`config.mk`:
```
export PLATFORM = sky130hd
export DESIGN_NAME = staging_pipeline_flat
export DESIGN_NICKNAME = d
export VERILOG_FILES = /design/src/rtl/staging_pipeline_if.sv /design/src/rtl/staging_pipeline.sv /design/src/flat_wrapper.sv
export SDC_FILE = /design/constraint.sdc
export NUM_CORES = 1
export LEC_CHECK = 0
export ABC_AREA = 1
export CORE_MARGIN = 2
export CORE_UTILIZATION = 50
export DETAILED_ROUTE_END_ITERATION = 10
export PLACE_DENSITY_LB_ADDON = 0.3
export SYNTH_ARGS = -nofsm -noshare
export SYNTH_HDL_FRONTEND = slang
export SYNTH_SLANG_ARGS = --single-unit
```
`constraint.sdc`:
```
create_clock -name clk -period 1.8 [get_ports clk]
set_input_delay 0.27 -clock clk [delete_from_list [all_inputs] [get_ports clk]]
set_output_delay 0.27 -clock clk [all_outputs]
set_load 0.1 [all_outputs]
```
`src/rtl/staging_pipeline_if.sv`:
```
`default_nettype none
// ============================================================================
// Module   : staging_pipeline_if
// Purpose  : Streaming bundle for staging_pipeline. It groups the producer
//            side (in_*, half_sel), the consumer side (out_*), and the
//            counter control/status.
// Modports : master - the producer/consumer environment.
//            slave  - the staging_pipeline block.
// Revision : 1.0 - initial release
// ============================================================================
interface staging_pipeline_if #(
  parameter int WIDTH       = 32,
  parameter int COUNT_WIDTH = 16
);
  logic [WIDTH-1:0]       in_data;
  logic                   in_valid;
  logic                   in_ready;
  logic                   half_sel;
  logic [WIDTH-1:0]       out_data;
  logic                   out_above;
  logic                   out_valid;
  logic                   out_ready;
  logic                   count_clear;
  logic [COUNT_WIDTH-1:0] above_count;

  modport master (
    output in_data, in_valid, half_sel, out_ready, count_clear,
    input  in_ready, out_data, out_above, out_valid, above_count
  );

  modport slave (
    input  in_data, in_valid, half_sel, out_ready, count_clear,
    output in_ready, out_data, out_above, out_valid, above_count
  );
endinterface
`default_nettype wire

```
`src/rtl/staging_pipeline.sv`:
```
`default_nettype none
// ============================================================================
// Module   : staging_pipeline
// Purpose  : Elastic DEPTH-stage pipeline. Each accepted word is compared
//            against THRESHOLD and reformatted as {HEADER, selected half or
//            zero}. The result is carried through DEPTH valid/ready register
//            stages. A saturating counter tracks delivered above-threshold
//            words.
// Ports    : clk          - rising-edge clock
//            reset        - synchronous active-high reset
//            bus (slave)  - in_data/in_valid/in_ready/half_sel (producer),
//                           out_data/out_above/out_valid/out_ready (consumer),
//                           count_clear/above_count (event counter)
// Params   : WIDTH (even, >= 4), DEPTH (>= 1), THRESHOLD, HEADER, COUNT_WIDTH
// Revision : 1.0 - initial release
// ============================================================================
module staging_pipeline #(
  parameter int               WIDTH       = 32,
  parameter int               DEPTH       = 3,
  parameter logic [WIDTH-1:0] THRESHOLD   = WIDTH'(100),
  parameter int unsigned      HEADER      = 1,
  parameter int               COUNT_WIDTH = 16
) (
  input  logic               clk,
  input  logic               reset,
  staging_pipeline_if.slave  bus
);

  localparam int                     c_half      = WIDTH / 2;
  localparam logic [c_half-1:0]      c_header    = (c_half)'(HEADER);
  localparam logic [COUNT_WIDTH-1:0] c_count_max = '1;

  logic [WIDTH-1:0]       r_data [DEPTH];
  logic [DEPTH-1:0]       r_valid;
  logic [DEPTH-1:0]       r_above;
  logic [COUNT_WIDTH-1:0] r_count;

  logic [DEPTH-1:0]       w_ready;
  logic                   w_chain;
  logic                   w_above;
  logic [c_half-1:0]      w_half;
  logic [WIDTH-1:0]       w_word;
  logic                   w_deliver_above;

  // Input transform. The lower half is zeroed for words at or below the
  // threshold, so half_sel only has an effect on above-threshold words.
  always_comb begin
    w_above = (bus.in_data > THRESHOLD);
    w_half  = bus.half_sel ? bus.in_data[c_half-1:0] : bus.in_data[WIDTH-1:c_half];
    w_word  = {c_header, (w_above ? w_half : {c_half{1'b0}})};
  end

  // Stage i can advance when it or any stage downstream of it is empty, or
  // when the consumer is taking the output. The chain is accumulated from
  // the output end, which gives a purely combinational out_ready-to-in_ready
  // path with no bubbles.
  always_comb begin
    w_ready = '0;
    w_chain = bus.out_ready;
    for (int i = DEPTH - 1; i >= 0; i--) begin
      w_chain    = w_chain || !r_valid[i];
      w_ready[i] = w_chain;
    end
  end

  always_ff @(posedge clk) begin
    if (reset) begin
      r_valid <= '0;
      r_above <= '0;
      for (int i = 0; i < DEPTH; i++) begin
        r_data[i] <= '0;
      end
    end else begin
      if (w_ready[0]) begin
        r_valid[0] <= bus.in_valid;
        r_data[0]  <= w_word;
        r_above[0] <= w_above;
      end
      for (int i = 1; i < DEPTH; i++) begin
        if (w_ready[i]) begin
          r_valid[i] <= r_valid[i-1];
          r_data[i]  <= r_data[i-1];
          r_above[i] <= r_above[i-1];
        end
      end
    end
  end

  assign w_deliver_above = r_valid[DEPTH-1] && bus.out_ready && r_above[DEPTH-1];

  // A clear wins over a simultaneous delivery, and that delivery is not
  // counted.
  always_ff @(posedge clk) begin
    if (reset) begin
      r_count <= '0;
    end else if (bus.count_clear) begin
      r_count <= '0;
    end else if (w_deliver_above && (r_count != c_count_max)) begin
      r_count <= r_count + 1'b1;
    end
  end

  assign bus.in_ready    = w_ready[0];
  assign bus.out_valid   = r_valid[DEPTH-1];
  assign bus.out_data    = r_data[DEPTH-1];
  assign bus.out_above   = r_above[DEPTH-1];
  assign bus.above_count = r_count;

endmodule
`default_nettype wire
```
`src/flat_wrapper.sv`:
```
// flat-port wrapper written by rule: the top's interface ports become plain ports
module staging_pipeline_flat 
#(
  parameter int               WIDTH       = 32,
  parameter int               DEPTH       = 3,
  parameter logic [WIDTH-1:0] THRESHOLD   = WIDTH'(100),
  parameter int unsigned      HEADER      = 1,
  parameter int               COUNT_WIDTH = 16
)
  (clk, reset, bus_in_data, bus_in_valid, bus_half_sel, bus_out_ready, bus_count_clear, bus_in_ready, bus_out_data, bus_out_above, bus_out_valid, bus_above_count);
  staging_pipeline_if #(.WIDTH(WIDTH), .COUNT_WIDTH(COUNT_WIDTH)) bus_i ();
  input  logic clk;
  input  logic reset;
  input wire logic [$bits(bus_i.in_data)-1:0] bus_in_data;
  input wire logic [$bits(bus_i.in_valid)-1:0] bus_in_valid;
  input wire logic [$bits(bus_i.half_sel)-1:0] bus_half_sel;
  input wire logic [$bits(bus_i.out_ready)-1:0] bus_out_ready;
  input wire logic [$bits(bus_i.count_clear)-1:0] bus_count_clear;
  output wire logic [$bits(bus_i.in_ready)-1:0] bus_in_ready;
  output wire logic [$bits(bus_i.out_data)-1:0] bus_out_data;
  output wire logic [$bits(bus_i.out_above)-1:0] bus_out_above;
  output wire logic [$bits(bus_i.out_valid)-1:0] bus_out_valid;
  output wire logic [$bits(bus_i.above_count)-1:0] bus_above_count;
  assign bus_i.in_data = bus_in_data;
  assign bus_i.in_valid = bus_in_valid;
  assign bus_i.half_sel = bus_half_sel;
  assign bus_i.out_ready = bus_out_ready;
  assign bus_i.count_clear = bus_count_clear;
  assign bus_in_ready = bus_i.in_ready;
  assign bus_out_data = bus_i.out_data;
  assign bus_out_above = bus_i.out_above;
  assign bus_out_valid = bus_i.out_valid;
  assign bus_above_count = bus_i.above_count;
  staging_pipeline #(.WIDTH(WIDTH), .DEPTH(DEPTH), .THRESHOLD(THRESHOLD), .HEADER(HEADER), .COUNT_WIDTH(COUNT_WIDTH)) u_core (.clk(clk), .reset(reset), .bus(bus_i));
endmodule
```
==> results of run 1 <==
final cells by class:
| class | instances | area share (%) |
|---|---|---|
| clock buffer | 12 | 2.890 |
| clock inverter | 4 | 1.659 |
| inverter | 54 | 4.335 |
| multi-input combinational | 241 | 26.55 |
| sequential | 73 | 42.82 |
| tap | 99 | 2.649 |
| timing repair buffer | 85 | 19.11 |
metrics by stage:
step                cell area [um^2]  power (mW)  util, %  std cells  hold WS (ps)
floorplan                       3741       2.502        -        409         359.1
global placement                4456       2.617    62.43        552         432.8
detailed placement              4456       2.628    62.43        552         439.8
CTS                             4668       3.984    65.41        568         450.9
global route                    4676       4.121    65.52        568         483.4
finish                          4676       3.959    65.52        568         448.7
registers in the layout (all words and copies together), names as in the netlist:
signal	flops
u_core.r_valid	3
u_core.r_above	3
u_core.bus.above_count	16
u_core.r_data	51
kinds of logic after synthesis:
logic type / after synthesis
mux: 16
flops: 73
fa+ha+maj: 1
xor+xnor: 6
other cells: 1
compound gates: 29
buf+inv: 95
simple gates: 174
how the worst max path moves through the flow:
stage,slack (ps),endpoint,cells past startpoint,start
detailed placement,-30,u_core.r_data[0][8],7,bus_out_ready
finish,70,bus_in_ready,7,bus_out_ready
CTS,10,u_core.bus.above_count[9],7,u_core.bus.above_count[0]
global placement,4,u_core.r_data[0][9],7,bus_out_ready
floorplan,4,u_core.r_data[0][0],10,u_core.r_valid[2]
global route,20,u_core.bus.above_count[5],7,u_core.bus.above_count[0]
repair_timing:
| item | 4_1_cts | 5_1_grt |
|---|---|---|
| endpoints found under the setup margin | 0 | 14 |
| hold buffers | 0 | 0 |
| resized for setup | 0 | 1 |
Yosys cell counts:
library cell / instances
sky130_fd_sc_hd__nand3_2: 1
sky130_fd_sc_hd__nor3_1: 3
sky130_fd_sc_hd__nand2_4: 2
sky130_fd_sc_hd__nor2_2: 5
sky130_fd_sc_hd__xnor2_1: 4
sky130_fd_sc_hd__clkbuf_1: 1
sky130_fd_sc_hd__nand3_1: 8
sky130_fd_sc_hd__o21a_2: 1
sky130_fd_sc_hd__conb_1: 1
sky130_fd_sc_hd__inv_2: 2
sky130_fd_sc_hd__nand2_1: 60
sky130_fd_sc_hd__edfxtp_1: 51
sky130_fd_sc_hd__a21oi_2: 11
sky130_fd_sc_hd__o21ai_2: 1
sky130_fd_sc_hd__ha_1: 1
sky130_fd_sc_hd__o21ai_0: 13
sky130_fd_sc_hd__dfxtp_1: 22
sky130_fd_sc_hd__xor2_1: 2
sky130_fd_sc_hd__inv_1: 52
sky130_fd_sc_hd__buf_2: 5
sky130_fd_sc_hd__nand2_2: 6
sky130_fd_sc_hd__a21oi_1: 3
sky130_fd_sc_hd__mux2i_1: 16
sky130_fd_sc_hd__nand4_1: 3
sky130_fd_sc_hd__buf_6: 3
sky130_fd_sc_hd__buf_4: 32
sky130_fd_sc_hd__nor2_1: 86
where the power goes:
| group | internal (mW) | switching [mW] |
|---|---|---|
| Clock | 0.787 | 0.586 |
| Combinational | 0.180 | 0.483 |
| Sequential | 1.89 | 0.0308 |
layer usage:
| metal | vias to the layer above | wire, um | share of wire [%] | track usage (%) |
|---|---|---|---|---|
| met2 | 77 | 3003 | 50 | 28.62 |
| met5 | - | 0 | 0 | 0 |
| met4 | 0 | 136 | 2.3 | 8.684 |
| met3 | 13 | 318 | 5.3 | 3.601 |
| li1 | 1342 | - | - | - |
| met1 | 1108 | 2527 | 42 | 19.03 |
critical path: cells and delay by family:
family,cells,cell delay [ps]
buf+inv,4,820
simple gates,3,370
==> impl.org, run 1 <==
** Place
- PortBufs :: 73
- Hpwl dp :: 4557 um
- Placement Setup Slack :: -28.68 ps
- Final estimated routing congestion in global placement :: 0.8901

** Routing
- DRT Pass-1 Iters :: 4
- Routed len/inst :: 10.54 um
- Wires add up to 5985 um.
- For this block, the initial DRC count from the detailed router was 101.
- After detailed routing, the number of remaining DRC violations is 0.
- Average via count per standard cell :: 4.472
- For this block, the via count after detailed routing is 2540.
- Post-DRT Antenna Nets :: 0

** Logic synthesis
- The number of different library cells used by synthesis comes to 27.
- Area fraction in and, or, nand and nor cells after synthesis :: 19.96%
- Multiplexer cells account for 4.420% of the synthesized area.
- After technology mapping, the gate count stands at 395.
- The synthesized netlist devotes 1.450% of its cell area to XOR and XNOR gates.
- Largest area contributor in the synthesized netlist :: sky130_fd_sc_hd__edfxtp_1
- Fraction of the mapped netlist area in adder cells :: 0.3453%
- The synthesized design contains 73 register bits.
- Fraction of the yosys area taken by sequential cells :: 54.42%
- Yosys warning count :: 0
- Synth top area share :: 42.27%
- Syn_area_per_cell :: 9.173 um^2
- The synthesized netlist occupies a cell area of 3623 um^2.
- Summing the areas of all compound-gate instances in the mapped netlist gives 5.352% of the synthesized area.
- Main combinational cell family by area after synthesis :: simple AND/OR/NAND/NOR gates
- Top post-synthesis cells by area :: sky130_fd_sc_hd__edfxtp_1, sky130_fd_sc_hd__dfxtp_1, sky130_fd_sc_hd__nor2_1, sky130_fd_sc_hd__buf_4, sky130_fd_sc_hd__nand2_1

** Floorplan
- In this run the core area contains 31 standard-cell rows.
- The floorplan step defined a core boundary enclosing 7137 um^2.
- In this run the vertical extent of the chip is 89.13 um.
- Starting Density :: 50.77%
- Overall die area :: 7944 um^2
- Die width :: 89.13 um
- I/O pin cnt :: 89

** Hold path
- Class of the tightest hold or removal check :: reg2reg
- The worst hold path passes through 2 cells.
- The path with the worst hold slack has its endpoint at u_core.r_above[1].
- Hold Path Origin :: u_core.r_above[1]

** Timing
- Total Neg Setup Slack :: 0 ps
- Setup repair after global routing left no endpoint under its margin.
- The worst path in the final design needs a cycle of 1730 ps, including I/O delays and setup.
- Setup skew after layout :: 9.689 ps
- Post-layout worst setup margin :: 69.87 ps
- The number of hold violations in the final report came to 0.
- Max-slew violation total from the final report :: 0
- Static timing analysis puts the maximum clock frequency at 0.5780 GHz.
- Dividing the final minimum period by the clock period gives 96.12%.
- Number of setup violations in the final report :: 0

** Finish
- 0 antenna diodes ended up in the layout.
- Area added between synthesis and finish :: 29.04%
- Fill cell count :: 586
- Net total in the final layout :: 503
- The library cell used most frequently in the layout, excluding fill and tap cells, is sky130_fd_sc_hd__nor2_1.
- In the layout the commonest cells are sky130_fd_sc_hd__nor2_1, sky130_fd_sc_hd__nand2_1, sky130_fd_sc_hd__edfxtp_1.
- Multi-input gate area :: 1241 um^2
- Fraction of final layout cells sized beyond drive strength 1 :: 23.67%
- Sequential cell area :: 2002 um^2

** Worst setup path
- STA classifies the critical path startpoint as an input pin.
- Required time at the endpoint of the critical path :: 1530 ps
- In this design, the stage delay of the slowest critical-path cell is 460 ps.
- Launch point of the worst reg-to-reg path :: u_core.bus.above_count[0]
- The critical path goes through clkdlybuf4s50_1, nor2_4, inv_2, nor2_4, nand2_8, buf_4, buf_12.
- The worst setup path is captured at a primary output.
- Worst reg-to-reg path cell count :: 7
- Among the stages of the critical path, the cell type that occurs most often is sky130_fd_sc_hd__nor2_4.
- Register-to-register setup slack :: 160 ps
- R2r endpoint :: u_core.bus.above_count[9]
- The critical path is of the in2out type.
- Data arrives at the worst endpoint at 1460 ps.
- CP max FO :: 2
- Slowest cell on the critical path :: sky130_fd_sc_hd__clkdlybuf4s50_1

** Clock network
- TritonCTS created 9 clock buffers.
- Number of clock sinks :: 73
- At the later pin of the worst-skew pair, clock insertion delay measures 340 ps.
- The clock passes through at most 2 buffers.
- Clock transition time at the flip-flop clock pins of the worst setup and hold paths :: 70 ps
- CTS tree :: built
- The number of setup buffers added after CTS is 0.
- Max H-tree Level :: 3
- Clock tree root buffer cell :: sky130_fd_sc_hd__clkbuf_8

** Global route
- Overflow left after global routing :: 0
- Entering global routing, the biggest net connects 20 pins.
- The number of antenna violations at the first check in global routing was 0.
- Number of global-route vias before repair :: 2374
- First-pass GRT wire length :: 10030 um
- Global routing consumed, over all layers together, 16.49% of the routing resources.

** Pwr
- PwrDens :: 846.7 nW/um^2
- For this design the static power due to leakage is 1.927 nW.
- Worst voltage drop across the vdd grid :: 0.5383 mV

** Run status
- The run finished with clean final reports.

** Run
- Across the run, the number of max-cap violations was 0.
(Power assumes the default switching activity.)
==> inputs of run 2 (changes only) <==
==> constraint.sdc (replaced) <==
create_clock -name clk -period 1.9 [get_ports clk]
set_input_delay 0.285 -clock clk [delete_from_list [all_inputs] [get_ports clk]]
set_output_delay 0.285 -clock clk [all_outputs]
set_load 0.1 [all_outputs]
==> run 2 against run 1 <==
Net effect: via count decreased by 1.3%; sequential cell count stayed put; count of clock-buffer cells in the layout fell by 3; register-to-register slack improved by 140 ps; final cell count decreased by 0.88%; non-clock buffer count down 5; clock power fell by 18%; global-route usage down 0.43 points; combinational power is 7.7% lower; routed wire length down 0.92%; utilization decreased by 3.4 points.
==> impl.org, run 2 (same netlist as run 1, synthesis figures left out) <==
** Run status
- Run status :: finished clean

** Hold path
- In this run the worst hold path is classified as reg2reg.

** Floorplan
- Starting Density :: 50.77%
- Die width :: 89.13 um
- The die is 89.13 um tall.
- The die covers 7944 um^2.
- I/O pin cnt :: 89
- The region available for standard cell placement spans 7137 um^2.
- FP Rows :: 31

** Global route
- Global-route total usage across every layer :: 16.07%
- Met1 Track Usage GR :: 18.74%
- Maximum number of pins on one net before global-route repair :: 21
- Global routing usage on met2 :: 27.34%
- The via count of the first global-routing pass came to 2260.
- Met3 demand-to-capacity share in global routing :: 5.263%
- Global routing finished with a remaining overflow of 0.
- Initial antenna violation count :: 0
- The first global-routing pass estimated 9673 um of wire.
- Busiest layer in global routing :: met2

** Worst setup path
- WS Path Type :: in2out
- Worst setup EP type :: primary output
- Required time at the endpoint of the critical path :: 1620 ps
- Worst stage delay on the critical path :: 430 ps
- Chain of cells forming the critical path :: clkdlybuf4s50_1, nor2_2, inv_1, nor2_4, nand2_4, buf_12
- Among all stages on the critical path, the largest delay is contributed by sky130_fd_sc_hd__clkdlybuf4s50_1.
- Data arrival at the endpoint of the critical path :: 1350 ps
- CP max FO :: 4
- Setup crit start kind :: input pin

** Routing
- Summing over every cut layer, the via total after detailed routing is 2506.
- The first TritonRoute pass finished after 4 iterations.
- Routed len/inst :: 10.53 um
- Count of routing violations after the opening detailed-route iteration :: 95
- Average via count per standard cell :: 4.451
- Routed Wire Length :: 5930 um
- Post-route DRC violation count :: 0
- Post-DRT Antenna Nets :: 0

** Timing
- Final Hold Viols :: 0
- Setup total negative slack on the finished layout was measured at 0 ps.
- Derived from the worst setup path, the maximum achievable clock frequency is 0.6113 GHz.
- Setup skew after layout :: 9.259 ps
- In the finished design, the share of the clock period the worst path needs comes to 86.09%.
- Setup violations remaining at the end of the flow were counted as 0.
- After layout, the worst setup slack is 264.2 ps.
- Final critical delay including setup and external delays :: 1636 ps
- The max-slew violation count is 0.
- Setup repair after global routing left no endpoint under its margin.

** Pwr
- Static power due to leakage :: 1.850 nW
- Dividing total power by cell area gives a power density of 801.3 nW/um^2.
- Overall power consumption after layout is estimated at 3.552 mW.
- Worst voltage drop across the vdd grid :: 0.3167 mV

** Finish
- Top reg by flops :: u_core.r_data
- Leaving out fill and tap cells, the most frequent cell in the layout is sky130_fd_sc_hd__nor2_1.
- In the final layout, the share of cells above drive strength 1 is 22.84%.
- Post-route cell area :: 4433 um^2
- Relative to the synthesized area, the layout overhead comes to 22.34%.
- Counting the fill cells in the layout gives 604.
- Commonest cells after routing, fill and taps aside :: sky130_fd_sc_hd__nor2_1, sky130_fd_sc_hd__nand2_1, sky130_fd_sc_hd__inv_1
- The number of antenna diodes in the final layout is 0.
- After the last flow step, the layout net total stands at 498.
- Max reg flops :: 51

** Place
- Dpl cell area :: 4239 um^2
- Placement Setup Slack :: 46.58 ps
- In this run the tool buffered the top-level ports with 73 buffer cells.
- Hpwl dp :: 4474 um
- Final estimated routing congestion in global placement :: 0.8747

** Clock network
- CTS tree :: built
- After clock tree synthesis, the repair step resized 0 gates.
- Clock transition time at the flip-flop clock pins of the worst setup and hold paths :: 80 ps
- After clock tree synthesis, the setup repair step added 0 buffers.
- No sink is reached through more buffers than the 2 on the longest clock path.
- Clk Latency, worst-skew pair :: 350 ps
- Number of hold-repair buffers added at the cts stage :: 0
- Number of clock sinks :: 73
- In this run the number of H-tree levels came out at 3.
- Cts bufs inserted :: 9
- In this run the clock root is driven by a sky130_fd_sc_hd__clkbuf_8.

** Run
- The tool flagged a number of max-cap violations equal to 0.
[run 2: cell types whose count changed in the layout (fill, tap and decap cells not counted), moves of 2 or more]
cell,delta
sky130_fd_sc_hd__dfxtp_4,-2
sky130_fd_sc_hd__inv_1,+2
sky130_fd_sc_hd__buf_12,-12
sky130_fd_sc_hd__buf_4,+7
sky130_fd_sc_hd__nand2_8,-2
sky130_fd_sc_hd__clkbuf_1,-3
sky130_fd_sc_hd__inv_6,+2
sky130_fd_sc_hd__bufinv_16,-2
sky130_fd_sc_hd__inv_2,-2
sky130_fd_sc_hd__nand2_4,+2
[run 2: power breakdown]
part	total [mW]	switching (mW)	internal, mW
registers	1.82	0.0270	1.79
logic	0.612	0.453	0.159
clock network	1.12	0.621	0.498
total	3.55	1.10	2.45
[run 2: per-layer routing]
metal	wire (um)	vias up
met4	94	0
met2	2962	77
li1	-	1330
met1	2508	1090
met5	0	-
met3	365	9
[run 2: worst paths after layout]
path	cells past startpoint	slack, ps	to	from
min	2	440	u_core.r_above[1]	u_core.r_above[1]
max	6	260	bus_in_ready	bus_out_ready
max reg2reg	7	300	u_core.bus.above_count[11]	u_core.bus.above_count[0]
min reg2reg	2	440	u_core.r_above[1]	u_core.r_above[1]
[run 2: critical path: cells and delay by family]
family,cells,cell delay [ps]
AND/OR/NAND/NOR,3,370
buffers and inverters,3,690
[run 2: area by class of cell]
cell class                      count  area (um^2)  share of cell area (%)
Clock buffer                        9        123.9                   2.794
Clock inverter                      7        62.56                   1.411
Inverter                           54        202.7                   4.572
Multi-Input combinational cell    241         1219                   27.49
Sequential cell                    73         1996                   45.02
Tap cell                           99        123.9                   2.794
Timing Repair Buffer               80        705.7                   15.92
[run 2: per-stage QoR]
stage / utilization, % / instances / hold slack (ps)
5_1_grt: 62.11 / 563 / 482.2
4_1_cts: 62.01 / 563 / 444.8
3_3_place_gp: 59.40 / 547 / 436.7
6_report: 62.11 / 563 / 441.6
3_5_place_dp: 59.40 / 547 / 432.8
2_1_floorplan: - / 409 / 374.1
